## src/rtl/ysyx_24110006_lsu.sv

```systemverilog
`default_nettype none
// ysyx_24110006_lsu: load/store unit, one word-aligned bus transaction per instruction.
// Rev 1.0 - initial release
module ysyx_24110006_lsu #(
  parameter int unsigned TIMEOUT = 255
) (
  input  logic        i_clock,
  input  logic        i_reset,
  input  logic        i_valid,
  output logic        o_ready,
  input  logic        i_mem_ren,
  input  logic        i_mem_wen,
  input  logic [3:0]  i_mem_wmask,
  input  logic [2:0]  i_mem_read_t,
  input  logic [31:0] i_mem_addr,
  input  logic [31:0] i_wdata,
  input  logic [31:0] i_result,
  input  logic        i_reg_wen,
  output logic        o_req_valid,
  output logic        o_req_wen,
  output logic [31:0] o_req_addr,
  output logic [31:0] o_req_wdata,
  output logic [3:0]  o_req_wstrb,
  input  logic        i_req_ready,
  input  logic        i_rsp_valid,
  input  logic [31:0] i_rsp_rdata,
  input  logic        i_rsp_err,
  output logic        o_valid,
  output logic [31:0] o_wb_data,
  output logic        o_reg_wen,
  output logic        o_fault,
  output logic [1:0]  o_fault_cause
);

  typedef enum logic [1:0] {IDLE = 2'd0, REQ = 2'd1, RSP = 2'd2, DONE = 2'd3} state_t;

  state_t      r_state;
  logic [1:0]  r_off;
  logic [2:0]  r_read_t;
  logic        r_is_load;
  logic [31:0] r_result;
  logic        r_reg_wen;
  logic [31:0] r_cnt;

  logic        w_half;
  logic        w_word;
  logic        w_misaligned;
  logic [31:0] w_shifted;
  logic [31:0] w_load_data;

  assign o_ready = (r_state == IDLE);

  // Access size comes from wmask for stores (store wins over ren), from funct3 for loads
  always_comb begin
    w_half = 1'b0;
    w_word = 1'b0;
    if (i_mem_wen) begin
      w_half = (i_mem_wmask == 4'b0011);
      w_word = (i_mem_wmask == 4'b1111);
    end else begin
      case (i_mem_read_t)
        3'b000, 3'b100: ;
        3'b001, 3'b101: w_half = 1'b1;
        default:        w_word = 1'b1;
      endcase
    end
    w_misaligned = (w_half & i_mem_addr[0]) | (w_word & (i_mem_addr[1:0] != 2'b00));
  end

  always_comb begin
    w_shifted = i_rsp_rdata >> {r_off, 3'b000};
    case (r_read_t)
      3'b000:  w_load_data = {{24{w_shifted[7]}}, w_shifted[7:0]};
      3'b100:  w_load_data = {24'd0, w_shifted[7:0]};
      3'b001:  w_load_data = {{16{w_shifted[15]}}, w_shifted[15:0]};
      3'b101:  w_load_data = {16'd0, w_shifted[15:0]};
      default: w_load_data = w_shifted;
    endcase
  end

  always_ff @(posedge i_clock) begin
    if (!i_reset) begin
      r_state       <= IDLE;
      r_off         <= 2'd0;
      r_read_t      <= 3'd0;
      r_is_load     <= 1'b0;
      r_result      <= 32'd0;
      r_reg_wen     <= 1'b0;
      r_cnt         <= 32'd0;
      o_req_valid   <= 1'b0;
      o_req_wen     <= 1'b0;
      o_req_addr    <= 32'd0;
      o_req_wdata   <= 32'd0;
      o_req_wstrb   <= 4'd0;
      o_valid       <= 1'b0;
      o_wb_data     <= 32'd0;
      o_reg_wen     <= 1'b0;
      o_fault       <= 1'b0;
      o_fault_cause <= 2'b00;
    end else begin
      o_valid <= 1'b0;
      case (r_state)
        IDLE: begin
          if (i_valid) begin
            r_off     <= i_mem_addr[1:0];
            r_read_t  <= i_mem_read_t;
            r_is_load <= i_mem_ren & ~i_mem_wen;
            r_result  <= i_result;
            r_reg_wen <= i_reg_wen;
            if (!(i_mem_ren || i_mem_wen)) begin
              r_state       <= DONE;
              o_valid       <= 1'b1;
              o_wb_data     <= i_result;
              o_reg_wen     <= i_reg_wen;
              o_fault       <= 1'b0;
              o_fault_cause <= 2'b00;
            end else if (w_misaligned) begin
              r_state       <= DONE;
              o_valid       <= 1'b1;
              o_wb_data     <= i_result;
              o_reg_wen     <= 1'b0;
              o_fault       <= 1'b1;
              o_fault_cause <= 2'b01;
            end else begin
              r_state     <= REQ;
              o_req_valid <= 1'b1;
              o_req_wen   <= i_mem_wen;
              o_req_addr  <= {i_mem_addr[31:2], 2'b00};
              o_req_wdata <= i_wdata << {i_mem_addr[1:0], 3'b000};
              o_req_wstrb <= i_mem_wen ? 4'(i_mem_wmask << i_mem_addr[1:0]) : 4'b0000;
            end
          end
        end
        REQ: begin
          if (i_req_ready) begin
            o_req_valid <= 1'b0;
            r_cnt       <= 32'd0;
            r_state     <= RSP;
          end
        end
        RSP: begin
          if (i_rsp_valid) begin
            r_state       <= DONE;
            o_valid       <= 1'b1;
            o_wb_data     <= r_is_load ? w_load_data : r_result;
            o_reg_wen     <= r_reg_wen & ~i_rsp_err;
            o_fault       <= i_rsp_err;
            o_fault_cause <= i_rsp_err ? 2'b10 : 2'b00;
          end else begin
            r_cnt <= r_cnt + 32'd1;
            if ((TIMEOUT != 0) && (r_cnt + 32'd1 == 32'(TIMEOUT))) begin
              r_state       <= DONE;
              o_valid       <= 1'b1;
              o_wb_data     <= r_result;
              o_reg_wen     <= 1'b0;
              o_fault       <= 1'b1;
              o_fault_cause <= 2'b11;
            end
          end
        end
        DONE: r_state <= IDLE;
      endcase
    end
  end

endmodule
`default_nettype wire

```

## config.mk

```make
export PLATFORM = sky130hd
export DESIGN_NAME = ysyx_24110006_lsu
export DESIGN_NICKNAME = d
export VERILOG_FILES = /design/src/rtl/ysyx_24110006_lsu.sv
export SDC_FILE = /design/constraint.sdc
export NUM_CORES = 1
export LEC_CHECK = 0
export ABC_AREA = 1
export BUFFER_PORTS_ARGS = -buffer_cell sky130_fd_sc_hd__buf_2
export CORE_MARGIN = 4
export CORE_UTILIZATION = 35
export CTS_BUF_LIST = sky130_fd_sc_hd__clkbuf_2
export CTS_CLUSTER_DIAMETER = 50
export DETAILED_ROUTE_END_ITERATION = 10
export HOLD_SLACK_MARGIN = 0.06
export PLACE_DENSITY_LB_ADDON = 0.12
export SKIP_LAST_GASP = 1
export SLEW_MARGIN = 20
export SYNTH_ARGS = -nofsm -noshare
export SYNTH_HDL_FRONTEND = slang
export SYNTH_SLANG_ARGS = --single-unit
```

## constraint.sdc

```tcl
create_clock -name i_clock -period 3.69 [get_ports i_clock]
set_clock_uncertainty 0.1 [all_clocks]
set_input_delay 0.5535 -clock i_clock [delete_from_list [all_inputs] [get_ports i_clock]]
set_output_delay 0.5535 -clock i_clock [all_outputs]
set_load 0.01 [all_outputs]
```

==> qor.csv <==
metric,value,unit
worstPathCellList,nand2_1 -> nor2_1 -> nand2_1 -> nor2_1 -> nand2_1 -> nand2_1 -> nand2_1 -> nor2_1 -> nand2_1 -> nor2_1 -> nand3_2 -> nand2_4 -> nand2_4 -> nand2_1 -> nand2_1 -> nor2_1,
status,"complete, no violations",
synth-compound-area-share,0.208,
cp_data_arrival_time,3.61,ns
dp_hpwl,24100,um
synthArstFlopShare,0,
finalMaxSlewViolations,0,
dp_slack,0.753,ns
synth_edf_count,0,
num_rows,59,
fillers,2766,
ys_seq_area_frac,0.379,
grt_pass1_wl,52500,um
peakVddDrop,0.249,mV
clk_pin_slew,0.30,ns
remaining_drc_errors,0,
grt_start_max_net_pins,80,
grt.overflow.total,0,
stdcell_count,2110,
cp_max_fo,57,
clkLatencyLatePin,0.78,ns
io_pins,252,
synth_top_area_frac,0.379,
crit_family,simple AND/OR/NAND/NOR gates,
synth_area,0.00941,mm2
worst_setup_path_start_kind,flop,
slew_headroom,0.348,
syn_to_final_growth,30.7,%
postRouteAntennaNets,0,
core,0.0263,mm2
clk_path_buf_depth,2,
yosys.area_share.simple,0.319,
synth_flop_cell,dfxtp_1,
nets,1909,
synth_cell_type_count,41,
drt_iter0_markers,798,
finalSetupViolCount,0,
synth_top_family_by_area,simple AND/OR/NAND/NOR gates,
grt_usage,0.220,
worstMarginPinSlew,0.974,ns
cts-root-buf,clkbuf_2,
dieArea,0.0296,mm2
drv_cap,0,
critPathSlowestCell,dfxtp_1,
die_x,172,um
cts-resized-gates,0,
cellPowerDensity,518,mW/mm2
first_pass_iters,5,
clkSinkCount,178,
yosys_warnings,0,
routabilityCongestion,0.914,
multi_input_area,0.00513,mm2
dp.cells,1962,
synth_area_leaders,"dfxtp_1 38%, nand2_1 14%, nor2_1 9.5%, a21oi_1 7.9%, o21ai_0 6.4%",
numCtsBuffers,17,
via_per_inst,4.97,
crit_required,4.32,ns
max_stage_delay,0.51,ns
synth_area_leader_cell,dfxtp_1,
drive_gt1_frac,0.193,
vias,10500,
netlist_instances,1449,
drt-wirelength-per-cell,16.0,um
syn_avg_cell_area,6.49,um2
yosysMostFrequentCell,nand2_1,
worst-setup-path-type,flop to flop,
numPortBuffers,249,
leakage,5.45,nW
period_minus_slack,2.98,ns
rsz0062_at_grt,false,
die_y,172,um
layout_setup_ws,0.709,ns
antenna_found_initial,2,
synthAdderAreaFrac,0.00665,
synthTopCellsByCount,"357 x nand2_1, 239 x nor2_1, 178 x dfxtp_1, 149 x a21oi_1, 120 x o21ai_0",
hold_class,input pin to flop,
hold_violations,0,
cts_tree,done,
cp_num_buf_inv,0,
crit_path_end_kind,flop,
max_clock_freq,0.335,GHz
synthMuxAreaShare,0.00425,
utilization,0.468,
routed_wirelength,33800,um
seqCellArea,0.00356,mm2
fin_setup_tns,0,ns
htree_num_levels,4,
grt_pass1_vias,9756,
fin_crit_sh,0.808,
start_util,0.358,
ys_seq_elements,178,
cp_common_cell,nand2_1,
synthXorXnorAreaFrac,0.00372,
-- flip-flops by register name (all words and copies together), names as in the netlist --
signal         flops
o_req_wdata       32
r_read_t           3
o_reg_wen          1
o_req_addr        30
r_result          32
r_reg_wen          1
o_req_valid        1
o_fault_cause      2
r_cnt             32
r_off              2
o_fault            1
o_valid            1
o_req_wstrb        4
r_state            2
r_is_load          1
o_req_wen          1
o_wb_data         32
-- area by class of cell --
cell class,instances,share of cell area
Inverter,93,0.0284
Sequential cell,178,0.290
Clock buffer,17,0.00692
Antenna cell,2,0.000407
Clock inverter,15,0.0172
Multi-Input combinational cell,1087,0.417
Timing Repair Buffer,383,0.206
Tap cell,335,0.0341
-- through the flow --
stage | cell area [um2] | hold slack, ns | total power, W
global placement | 10900 | 0.338 | 0.00507
finish | 12300 | 0.142 | 0.00638
floorplan | 9410 | 0.330 | 0.00423
CTS | 12300 | 0.0603 | 0.00642
global route | 12300 | 0.0760 | 0.00686
detailed placement | 10900 | 0.336 | 0.00509
-- layer usage --
| metal | vias up | routed length, um | global-route usage |
|---|---|---|---|
| met3 | 34 | 2250 | 0.0485 |
| li1 | 5368 | - | - |
| met2 | 333 | 15200 | 0.351 |
| met1 | 4750 | 15700 | 0.301 |
| met4 | 0 | 611 | 0.0584 |
| met5 | - | 0 | 0 |
-- power by group --
| part | switching (W) | internal [W] | total (W) |
|---|---|---|---|
| registers | 0.000211 | 0.00233 | 0.00254 |
| logic | 0.00166 | 0.000959 | 0.00262 |
| clock network | 0.000853 | 0.000362 | 0.00121 |
| total | 0.00273 | 0.00365 | 0.00638 |
-- placed cells by master (no fill, tap or decap), types with 5 or more instances in the layout --
master | netlist | layout
nand2_1 | 357 | 356
a211o_1 | 7 | 7
nand3_1 | 82 | 82
inv_1 | 88 | 88
ha_1 | 5 | 5
a21oi_1 | 149 | 149
o21ai_0 | 120 | 119
nand3b_1 | 12 | 12
clkbuf_2 | 0 | 17
buf_4 | 3 | 21
dfxtp_1 | 178 | 178
o211a_1 | 5 | 5
buf_2 | 8 | 248
nor2_4 | 7 | 7
dlygate4sd3_1 | 0 | 114
nor2_1 | 239 | 239
a31oi_1 | 10 | 9
nand2_2 | 7 | 8
o22ai_1 | 5 | 5
a22oi_1 | 33 | 33
a21oi_2 | 10 | 10
nand4_1 | 7 | 7
-- path summary, 6_finish.rpt --
kind,from,end,slack (ns),cells past startpoint
max,r_cnt[8]$_SDFFE_PN0P_,o_fault$_SDFFE_PN0P_,0.71,16
min,i_wdata[24],o_req_wdata[24]$_SDFFE_PN0P_,0.14,5
max reg2reg,r_cnt[8]$_SDFFE_PN0P_,o_fault$_SDFFE_PN0P_,0.71,16
min reg2reg,o_fault_cause[0]$_SDFFE_PN0P_,o_fault_cause[0]$_SDFFE_PN0P_,0.37,2
-- worst min-delay path, stage by stage --
cell and delay, ns:
buf_2 0.08, a22oi_1 0.07, o21ai_0 0.07, nand2_1 0.08
a21oi_1 0.14
-- what timing repair did --
item                      in CTS  in global routing
hold endpoints to repair     122                  7
setup buffers                  0                  0
hold buffers                 112                  2
-- logic make-up (layout without fill, tap and decap cells) --
family / after synthesis / in the layout
AOI/OAI and AO/OA: 349 / 349
DFF: 178 / 178
adders and majority gates: 5 / 5
muxes: 4 / 4
xor gates and xnor gates: 4 / 4
and+or+nand+nor: 723 / 723
buffers and inverters: 185 / 508
other: 1 / 4
Note: power is estimated with default switching activity, not from simulation.
